===== src/rtl/dpr_arbiter.sv =====
// Four-requester round-robin arbiter in front of a dual-port synchronous RAM.
// Each cycle, up to two eligible requesters are issued, one per RAM port.
// If the second pick would hit the same address as the first and either access
// is a write, the second pick is held back and retried in a later cycle.
// Read data returns two cycles after grant into a per-requester response slot.
module dpr_arbiter #(
  parameter int unsigned ADDR_SIZE = 8,
  parameter int unsigned DATA_SIZE = 8
) (
  input  logic                   clk,
  input  logic                   rst_n,

  input  logic [3:0]             req,
  input  logic [3:0]             req_we,
  input  logic [4*ADDR_SIZE-1:0] req_addr,
  input  logic [4*DATA_SIZE-1:0] req_wdata,
  output logic [3:0]             gnt,

  output logic [3:0]             rsp_valid,
  output logic [4*DATA_SIZE-1:0] rsp_data,

  output logic                   ram_en_a,
  output logic                   ram_we_a,
  output logic [ADDR_SIZE-1:0]   ram_addr_a,
  output logic [DATA_SIZE-1:0]   ram_din_a,
  input  logic [DATA_SIZE-1:0]   ram_dout_a,

  output logic                   ram_en_b,
  output logic                   ram_we_b,
  output logic [ADDR_SIZE-1:0]   ram_addr_b,
  output logic [DATA_SIZE-1:0]   ram_din_b,
  input  logic [DATA_SIZE-1:0]   ram_dout_b,

  output logic [7:0]             conflict_cnt
);

  localparam int unsigned NUM_REQ = 4;
  localparam int unsigned ID_W    = 2;
  localparam int unsigned CNT_W   = 8;

  // Per-requester views of the flattened request buses
  logic [ADDR_SIZE-1:0] addr_arr  [NUM_REQ];
  logic [DATA_SIZE-1:0] wdata_arr [NUM_REQ];

  // Response data slots, packed onto the flat output bus
  logic [DATA_SIZE-1:0] rsp_data_q [NUM_REQ];

  // Round-robin scan start
  logic [ID_W-1:0] rr_ptr;

  // Selection results for this cycle
  logic [3:0]      eligible_c;
  logic [ID_W-1:0] scan_idx_c;
  logic            sel_a_vld_c;
  logic [ID_W-1:0] sel_a_id_c;
  logic            sel_b_vld_c;
  logic [ID_W-1:0] sel_b_id_c;
  logic            conflict_c;
  logic            issue_b_c;
  logic [3:0]      gnt_nxt_c;

  // Read-tracking pipelines: stage 0 aligns with the grant cycle,
  // stage 1 with the cycle in which ram_dout is valid
  logic            rd0_vld_a;
  logic [ID_W-1:0] rd0_id_a;
  logic            rd1_vld_a;
  logic [ID_W-1:0] rd1_id_a;
  logic            rd0_vld_b;
  logic [ID_W-1:0] rd0_id_b;
  logic            rd1_vld_b;
  logic [ID_W-1:0] rd1_id_b;
  logic [3:0]      rsp_vld_nxt_c;

  // Unpack the request and response buses into per-requester slots
  for (genvar g = 0; g < NUM_REQ; g++) begin : g_slot
    assign addr_arr[g]                            = req_addr[g*ADDR_SIZE +: ADDR_SIZE];
    assign wdata_arr[g]                           = req_wdata[g*DATA_SIZE +: DATA_SIZE];
    assign rsp_data[g*DATA_SIZE +: DATA_SIZE]     = rsp_data_q[g];
  end

  // A requester that was granted last cycle is masked for one cycle
  assign eligible_c = req & ~gnt;

  // Round-robin scan from rr_ptr: the first eligible hit goes to port A,
  // the second goes to port B
  always_comb begin
    sel_a_vld_c = 1'b0;
    sel_a_id_c  = '0;
    sel_b_vld_c = 1'b0;
    sel_b_id_c  = '0;
    scan_idx_c  = '0;
    for (int k = 0; k < NUM_REQ; k++) begin
      scan_idx_c = rr_ptr + ID_W'(k);
      if (eligible_c[scan_idx_c]) begin
        if (!sel_a_vld_c) begin
          sel_a_vld_c = 1'b1;
          sel_a_id_c  = scan_idx_c;
        end else if (!sel_b_vld_c) begin
          sel_b_vld_c = 1'b1;
          sel_b_id_c  = scan_idx_c;
        end
      end
    end
  end

  // Hold back port B on a same-address pair that includes a write
  always_comb begin
    conflict_c = 1'b0;
    if (sel_a_vld_c && sel_b_vld_c &&
        (addr_arr[sel_a_id_c] == addr_arr[sel_b_id_c]) &&
        (req_we[sel_a_id_c] || req_we[sel_b_id_c])) begin
      conflict_c = 1'b1;
    end
    issue_b_c = sel_b_vld_c && !conflict_c;
  end

  // Grant vector for the next cycle
  always_comb begin
    gnt_nxt_c = '0;
    if (sel_a_vld_c) begin
      gnt_nxt_c[sel_a_id_c] = 1'b1;
    end
    if (issue_b_c) begin
      gnt_nxt_c[sel_b_id_c] = 1'b1;
    end
  end

  // Grant register and round-robin pointer
  always_ff @(posedge clk) begin
    if (!rst_n) begin
      gnt    <= '0;
      rr_ptr <= '0;
    end else begin
      gnt <= gnt_nxt_c;
      if (issue_b_c) begin
        rr_ptr <= sel_b_id_c + ID_W'(1);
      end else if (sel_a_vld_c) begin
        rr_ptr <= sel_a_id_c + ID_W'(1);
      end
    end
  end

  // RAM port A command; address and data hold when the port is idle
  always_ff @(posedge clk) begin
    if (!rst_n) begin
      ram_en_a   <= 1'b0;
      ram_we_a   <= 1'b0;
      ram_addr_a <= '0;
      ram_din_a  <= '0;
    end else begin
      ram_en_a <= sel_a_vld_c;
      ram_we_a <= sel_a_vld_c && req_we[sel_a_id_c];
      if (sel_a_vld_c) begin
        ram_addr_a <= addr_arr[sel_a_id_c];
        ram_din_a  <= wdata_arr[sel_a_id_c];
      end
    end
  end

  // RAM port B command; address and data hold when the port is idle
  always_ff @(posedge clk) begin
    if (!rst_n) begin
      ram_en_b   <= 1'b0;
      ram_we_b   <= 1'b0;
      ram_addr_b <= '0;
      ram_din_b  <= '0;
    end else begin
      ram_en_b <= issue_b_c;
      ram_we_b <= issue_b_c && req_we[sel_b_id_c];
      if (issue_b_c) begin
        ram_addr_b <= addr_arr[sel_b_id_c];
        ram_din_b  <= wdata_arr[sel_b_id_c];
      end
    end
  end

  // Saturating count of cycles with a withheld port-B grant
  always_ff @(posedge clk) begin
    if (!rst_n) begin
      conflict_cnt <= '0;
    end else if (conflict_c && (conflict_cnt != {CNT_W{1'b1}})) begin
      conflict_cnt <= conflict_cnt + CNT_W'(1);
    end
  end

  // In-flight read tracking for both ports
  always_ff @(posedge clk) begin
    if (!rst_n) begin
      rd0_vld_a <= 1'b0;
      rd0_id_a  <= '0;
      rd1_vld_a <= 1'b0;
      rd1_id_a  <= '0;
      rd0_vld_b <= 1'b0;
      rd0_id_b  <= '0;
      rd1_vld_b <= 1'b0;
      rd1_id_b  <= '0;
    end else begin
      rd0_vld_a <= sel_a_vld_c && !req_we[sel_a_id_c];
      rd0_id_a  <= sel_a_id_c;
      rd1_vld_a <= rd0_vld_a;
      rd1_id_a  <= rd0_id_a;
      rd0_vld_b <= issue_b_c && !req_we[sel_b_id_c];
      rd0_id_b  <= sel_b_id_c;
      rd1_vld_b <= rd0_vld_b;
      rd1_id_b  <= rd0_id_b;
    end
  end

  // Response valid pulses for reads whose data is on ram_dout this cycle
  always_comb begin
    rsp_vld_nxt_c = '0;
    if (rd1_vld_a) begin
      rsp_vld_nxt_c[rd1_id_a] = 1'b1;
    end
    if (rd1_vld_b) begin
      rsp_vld_nxt_c[rd1_id_b] = 1'b1;
    end
  end

  // Capture read data into the owning requester's slot
  always_ff @(posedge clk) begin
    if (!rst_n) begin
      rsp_valid <= '0;
      for (int i = 0; i < NUM_REQ; i++) begin
        rsp_data_q[i] <= '0;
      end
    end else begin
      rsp_valid <= rsp_vld_nxt_c;
      if (rd1_vld_a) begin
        rsp_data_q[rd1_id_a] <= ram_dout_a;
      end
      if (rd1_vld_b) begin
        rsp_data_q[rd1_id_b] <= ram_dout_b;
      end
    end
  end

endmodule


===== config.mk =====
export PLATFORM = sky130hd
export DESIGN_NAME = dpr_arbiter
export DESIGN_NICKNAME = d
export VERILOG_FILES = /design/src/rtl/dpr_arbiter.sv
export SDC_FILE = /design/constraint.sdc
export NUM_CORES = 1
export LEC_CHECK = 0
export CORE_ASPECT_RATIO = 0.75
export CORE_UTILIZATION = 52
export CTS_BUF_LIST = sky130_fd_sc_hd__clkbuf_4 sky130_fd_sc_hd__clkbuf_8
export CTS_CLUSTER_DIAMETER = 50
export DETAILED_ROUTE_END_ITERATION = 6
export PLACE_DENSITY = 0.88
export SKIP_CTS_REPAIR_TIMING = 1
export SLEW_MARGIN = 30
export SYNTH_ARGS = -nofsm -noshare
export SYNTH_HDL_FRONTEND = slang
export SYNTH_SLANG_ARGS = --single-unit
export TNS_END_PERCENT = 1

===== constraint.sdc =====
create_clock -name clk -period 10.5 [get_ports clk]
set_input_delay 2.1 -clock clk [delete_from_list [all_inputs] [get_ports clk]]
set_output_delay 2.1 -clock clk [all_outputs]
set_load 0.02 [all_outputs]

==> metrics.md, run 1 <==
| Metric | Value |
|---|---|
| Share of the synthesized area in the top cell type | 0.238 |
| Max FO, Critical Path | 34 |
| Pin count of the biggest net entering global routing | 35 |
| Filler cell count | about 760 |
| Total power | 0.00196 W |
| Clock sink count | 98 |
| Placeable Area | 10300 um^2 |
| Top post-synthesis cells by count | nand2_1 (79), dfxtp_1 (66), mux2i_1 (65) |
| Post-DP HPWL | between 10000 and 15000 um |
| Crit-path slowest cell | o21bai_4 |
| Synthesis Warnings | 0 |
| RR Endpoint | ram_addr_b[0] |
| Layout cells sized above 1 | 0.0788 |
| Vias post-DR | between 5k and 6k |
| Critical path required time | 10760 ps |
| Rel. slew slack | 0.343 |
| CTS tree | done |
| Antenna fix cells | 0 |
| Max Slew Vio Count | 0 |
| First-pass GRT wire length | 24900 um |
| Critical path arrival | 7040 ps |
| CP peak stage delay | 810 ps |
| Power per cell area | 261 nW/um^2 |
| Total CTS buffers | 9 |
| Max cap viols | 0 |
| DRC | 0 |
| Fin crit share | 0.646 |
| Number of flops mapped to enable cells by yosys | 32 |
| HP Start | rd0_id_b[0] |
| Static leakage | approximately 2.9 nW |
| Final wirelength | ~16000 um |
| RSZ-0062 raised after global routing | no |
| Placed inst area | 7250 um^2 |
| Hold EP | rd1_id_b[0] |
| Reg2reg start | rr_ptr[0] |
| Clock latency on the worst-skew pair | 370 ps |
| Distinct cells, synth | 66 |
| Die Wd | 121 um |
| Crit path capture type | flop |
| Starting Density | 0.536 |
| Nets | 824 |
| Post-Route Setup TNS | 0 ps |
| R2R cell count | 17 |
| Total GRT Usage | 0.288 |
| Die height | 91.4 um |
| Io pins | between 150 and 200 |
| Post-placement cell count | 856 |
| CTS HTree Levels | 3 |
| Initial antenna violation count | 0 |
| Register clock-pin slew on the reported worst setup and hold paths | ~100 ps |
| Hold depth | 1 |
| FFs w/ async S/R, synth | 0 |
| WL/cell | 18.2 um |
| Commonest register cell after synthesis | dfxtp_1 |
| Port Buf Inserts | 173 |
| Die Area | ~11000 um^2 |
| Final cell count without fillers | between 800 and 900 |
| Synth top area cells | dfxtp_1 (24%), edfxtp_1 (17%), mux2i_1 (12%) |
| Reg area | around 2300 um^2 |
| CP Cell Sequence | clkdlybuf4s50_1 -> nand2b_1 -> nand2_1 -> o21ai_0 -> o21ai_0 -> ha_1 -> nand2_1 -> or3_1 -> a21oi_1 -> nor3_1 -> a31oi_1 -> nor2_4 -> mux2i_1 -> xnor2_1 -> nand4_1 -> o21bai_4 -> mux2i_1 -> nor2_1 |
| Multi-input gate area | 2990 um^2 |
| Syn_nets | ~680 |
| Overflow left after global routing | 0 |
| Achievable Freq | 0.148 GHz |
| Vias in the first global route | 5091 |
| CP Class | primary input to flop |
| RD Place Congestion | between 0.9 and 1 |
| Peak supply drop | 0.170 mV |
| DR vias/cell | 5.92 |
| Cells after Synth | roughly 580 |
| Setup Skew | 14.0 ps |
| Syn Area/Cell | 9.49 um^2 |
| Status | complete, no violations |
| CP Launch Type | primary input |
| Mapped Area | between 5000 and 6000 um^2 |
| Sequential area share after synthesis | 0.412 |
| Num rows | 32 |
| Final setup viols | 0 |
| Synth Register Bits | 98 |
| Worst Tran Pin Value | about 1000 ps |
| Layout area overhead | 35.2% |
| Pre-Repair DR Iteration Count | 5 |
| Tmin final | around 6800 ps |
| Post-synth top area cell | dfxtp_1 |
| Clk buf depth | 2 |
| Most frequent cell after synthesis | nand2_1 |
| Post-DRT Antenna Nets | 0 |
| Hold Fails Final Rpt | 0 |
| Hold Slack | roughly 430 ps |
| Initial DRC count | about 380 |
| Post-Layout Inst Area | 7490 um^2 |
| Root Driver | clkbuf_8 |
| Reg-to-reg slack, setup | between 5000 and 6000 ps |
| Hold Crit Class | flop to flop |
## how the worst max path moves through the flow
stage | startpoint | to | slack, ps | cells after the start
CTS | req[0] | ram_addr_b[0] | 3800 | 18
global route | req[0] | gnt[2] | 3290 | 18
finish | req[0] | ram_addr_b[0] | 3720 | 18
global placement | req[3] | gnt[3] | 3720 | 19
floorplan | req[1] | conflict_cnt[4] | 5010 | 18
detailed placement | req[0] | ram_addr_b[0] | 3400 | 18
## per-layer routing
layer,vias to the layer above,track usage,part of all wire
li1,2419,-,-
met1,2438,0.373,0.44
met2,270,0.458,0.46
met3,37,0.0653,0.078
met4,0,0.128,0.026
met5,-,0,0
## kinds of logic after synthesis
family	synth area share
flops	0.412
fa+ha+maj	0.00858
mux	0.145
xor+xnor	0.0142
buf+inv	0.0519
compound gates	0.186
simple gates	0.183
## report_power, final
group          leakage (nW)  switching, W  internal [W]  total (W)
Combinational          1.87      0.000629      0.000494    0.00112
Sequential            0.875     0.0000665      0.000486   0.000553
Clock                 0.117      0.000143      0.000139   0.000282
## per-stage QoR
step / utilization / setup slack [ps]
global route: 0.725 / 3290
CTS: 0.724 / 3800
finish: 0.725 / 3720
global placement: 0.702 / 3720
detailed placement: 0.702 / 3400
floorplan: - / 5010
## state kept, by name, summed over array words and instances, names as in the netlist, 2 cells and up
name and flops:
ram_din_b 8, gnt 4, rd1_id_b 2, ram_addr_b 8, rd0_id_a 2, ram_addr_a 8, rr_ptr 2, rd1_id_a 2
rsp_valid 4, ram_din_a 8, conflict_cnt 8, rsp_data_q 32, rd0_id_b 2
## layout by cell type, fill, tap and decap left out, drive strengths merged, types with 15 or more instances in the layout
| cell type | count |
|---|---|
| mux2i | 65 |
| nor2b | 18 |
| nor2 | 22 |
| clkdlybuf4s50 | 173 |
| dfxtp | 66 |
| a21oi | 47 |
| edfxtp | 32 |
| a211oi | 15 |
| o21ai | 24 |
| nand2 | 79 |
| a22o | 26 |
## worst max-delay path, delay by kind of cell
kind / cells / cell delay, ps
mux: 2 / 690
compound gates: 5 / 1350
fa+ha+maj: 1 / 290
xor+xnor: 1 / 160
buf+inv: 1 / 440
simple gates: 8 / 2010
## cell type report
type                       count  share of cell area
sequential                    98               0.305
tap                          136              0.0227
clock buffer                   9              0.0165
timing repair buffer         180               0.238
clock inverter                 7              0.0145
inverter                       9             0.00451
multi-input combinational    433               0.399
Note: power is estimated with default switching activity, not from simulation.
==> inputs of run 2 (changes only) <==
--- a/config.mk
+++ b/config.mk
@@ -6,11 +6,11 @@
 export NUM_CORES = 1
 export LEC_CHECK = 0
 export CORE_ASPECT_RATIO = 0.75
-export CORE_UTILIZATION = 52
+export CORE_UTILIZATION = 44
 export CTS_BUF_LIST = sky130_fd_sc_hd__clkbuf_4 sky130_fd_sc_hd__clkbuf_8
 export CTS_CLUSTER_DIAMETER = 50
 export DETAILED_ROUTE_END_ITERATION = 6
-export PLACE_DENSITY = 0.88
+export PLACE_DENSITY = 0.79
 export SKIP_CTS_REPAIR_TIMING = 1
 export SLEW_MARGIN = 30
 export SYNTH_ARGS = -nofsm -noshare
==> constraint.sdc (replaced) <==
create_clock -name clk -period 6.09 [get_ports clk]
set_input_delay 1.218 -clock clk [delete_from_list [all_inputs] [get_ports clk]]
set_output_delay 1.218 -clock clk [all_outputs]
set_load 0.02 [all_outputs]
==> run 2 against run 1 <==
Core utilization shrank 11 points. Die area increased by 18%. Global-route usage fell by 3.9 points. Highest routed layer unchanged.
==> metrics.md, run 2 (synthesis gave the netlist of run 1 again) <==
| Metric | Value |
|---|---|
| Status | complete, no violations |
| Uppermost layer routed | met4 |
| Hold Crit Class | flop to flop |
| Reg2reg start | rr_ptr[0] |
| Power per cell area | 442 nW/um^2 |
| RSZ-0062 raised after global routing | no |
| Peak supply drop | 0.212 mV |
| Post-Route Setup TNS | 0 ps |
| CP Launch Type | primary input |
| Port Buf Inserts | approximately 170 |
| Worst Setup SP | req[3] |
| Post-DRT Antenna Nets | 0 |
| CTS tree | done |
| Final wirelength | 16100 um |
| Vias in the first global route | 4968 |
| Clk pwr share | 0.127 |
| Placeable Area | 12300 um^2 |
| M1 WL | 7090 um |
| WP buf/inv | 2 |
| Util after Layout | 0.615 |
| Worst Tran Pin Value | 918 ps |
| Commonest non-fill, non-tap cells in the layout | clkdlybuf4s50_1 (173), nand2_1 (79), dfxtp_1 (66), mux2i_1 (65), a21oi_1 (45) |
| Die height | 99.2 um |
| Total GRT Usage | 0.249 |
| Clk buf depth | 2 |
| Switch share | 0.440 |
| Critical path required time | 6350 ps |
| Final cell count without fillers | between 900 and 1k |
| Initial antenna violation count | 0 |
| Max Slew Vio Count | 0 |
| Rel. slew slack | 0.386 |
| CP Class | primary input to flop |
| Clock latency on the worst-skew pair | 370 ps |
| Setup Skew | around 10 ps |
| Hold Slack | approximately 430 ps |
| Clock sink count | 98 |
| Met3 wire length | approximately 1200 um |
| R2R cell count | 17 |
| Crit-path slowest cell | nor2_4 |
| Overflow left after global routing | 0 |
| Max reg flops | 32 |
| Static leakage | 2.86 nW |
| Final setup viols | 0 |
| Met2 Routed Length | 7540 um |
| Cell Int Power | 0.00187 W |
| Layout area overhead | 36.0% |
| RR Endpoint | rr_ptr[1] |
| Layout cells sized above 1 | 0.0825 |
| Hold Fails Final Rpt | 0 |
| Tmin final | 5450 ps |
| Pin count of the biggest net entering global routing | 42 |
| Total CTS buffers | 9 |
| Top reg by flops | rsp_data_q |
| Starting Density | 0.452 |
| Vias post-DR | 5031 |
| Reg-to-reg slack, setup | 1340 ps |
| Die Area | roughly 13000 um^2 |
| Pre-Repair DR Iteration Count | 5 |
| Crit path capture type | flop |
| Combinational power share | 0.587 |
| Post-placement cell count | 889 |
| CP peak stage delay | 590 ps |
| Flop pwr share | 0.286 |
| Nets | roughly 830 |
| Crit path max-delay family | simple AND/OR/NAND/NOR gates |
| DR vias/cell | about 5.6 |
| Max cap viols | 0 |
| RD Place Congestion | between 0.8 and 0.9 |
| Net Sw Power | about 0.0015 W |
| Final WS setup | about 640 ps |
| Most common cell on crit path | nand2_1 |
| Max FO, Critical Path | 27 |
| Achievable Freq | 0.183 GHz |
| Crit path depth | 20 |
| Register clock-pin slew on the reported worst setup and hold paths | ~110 ps |
| Commonest non-fill, non-tap cell in the layout | clkdlybuf4s50_1 |
| DRC | 0 |
| Post-DP HPWL | 12000 um |
| First-pass GRT wire length | between 20000 and 30000 um |
| Antenna fix cells | 0 |
| Initial DRC count | roughly 340 |
| Io pins | 174 |
| Post-place setup slack | approximately 290 ps |
| Critical path arrival | 5710 ps |
| Num rows | 35 |
| Root Driver | clkbuf_8 |
| WL/cell | about 18 um |
| Fin crit share | 0.895 |
| CTS HTree Levels | 3 |
| Die Wd | roughly 130 um |
| CP Cell Sequence | clkdlybuf4s50_1 -> and2b_1 -> nand2_1 -> o21ai_0 -> nand2_1 -> o21ai_0 -> ha_1 -> nand2_1 -> or3_1 -> a21oi_1 -> nor3_1 -> a31oi_1 -> nor2_4 -> mux2i_1 -> xnor2_1 -> nand4_1 -> o21bai_4 -> buf_12 -> a2bb2oi_1 -> a21oi_1 |
| Crit path to | rr_ptr[1] |
-- run 2: cell count changes in the layout (fill, tap and decap cells not counted), sizes merged --
cell,change
bufinv,-2
clkinvlp,+2
inv,+2
clkinv,-2
buf,+3
-- run 2: routing by layer --
metal,up-vias,track usage
li1,2430,-
met1,2389,0.316
met2,192,0.401
met3,20,0.0821
met4,0,0.0850
met5,-,0
-- run 2: power groups by stage --
| stage | sequential, W | clock, W | combinational [W] |
|---|---|---|---|
| 2_1_floorplan | 0.00108 | 0 | 0.00126 |
| 3_5_place_dp | 0.000962 | 0 | 0.00193 |
| 6_report | 0.000952 | 0.000423 | 0.00195 |
| 4_1_cts | 0.000951 | 0.000435 | 0.00194 |
| 5_1_grt | 0.000972 | 0.000465 | 0.00210 |
| 3_3_place_gp | 0.000960 | 0 | 0.00190 |
-- run 2: worst min-delay path by stage --
stage	slack (ps)	cells after the start	startpoint	endpoint
6_report	430	1	rd0_id_a[0]	rd1_id_a[0]
5_1_grt	450	1	rd0_id_b[1]	rd1_id_b[1]
4_1_cts	440	1	rd0_id_b[0]	rd1_id_b[0]
3_5_place_dp	420	1	rd0_id_a[0]	rd1_id_a[0]
3_3_place_gp	420	1	rd0_id_a[0]	rd1_id_a[0]
2_1_floorplan	410	1	rd0_id_a[0]	rd1_id_a[0]
-- run 2: through the flow --
| stage | area, um^2 | power, W |
|---|---|---|
| global placement | 7320 | 0.00286 |
| global route | 7540 | 0.00354 |
| floorplan | 5540 | 0.00234 |
| CTS | 7510 | 0.00333 |
| detailed placement | 7320 | 0.00289 |
| finish | 7540 | 0.00333 |
-- run 2: cell type report --
type                       count  area, um^2
timing repair buffer         183        1820
clock buffer                   9         124
tap                          166         208
clock inverter                 7        68.8
multi-input combinational    433        3000
sequential                    98        2280
inverter                       9        33.8
fill                        1010        4720
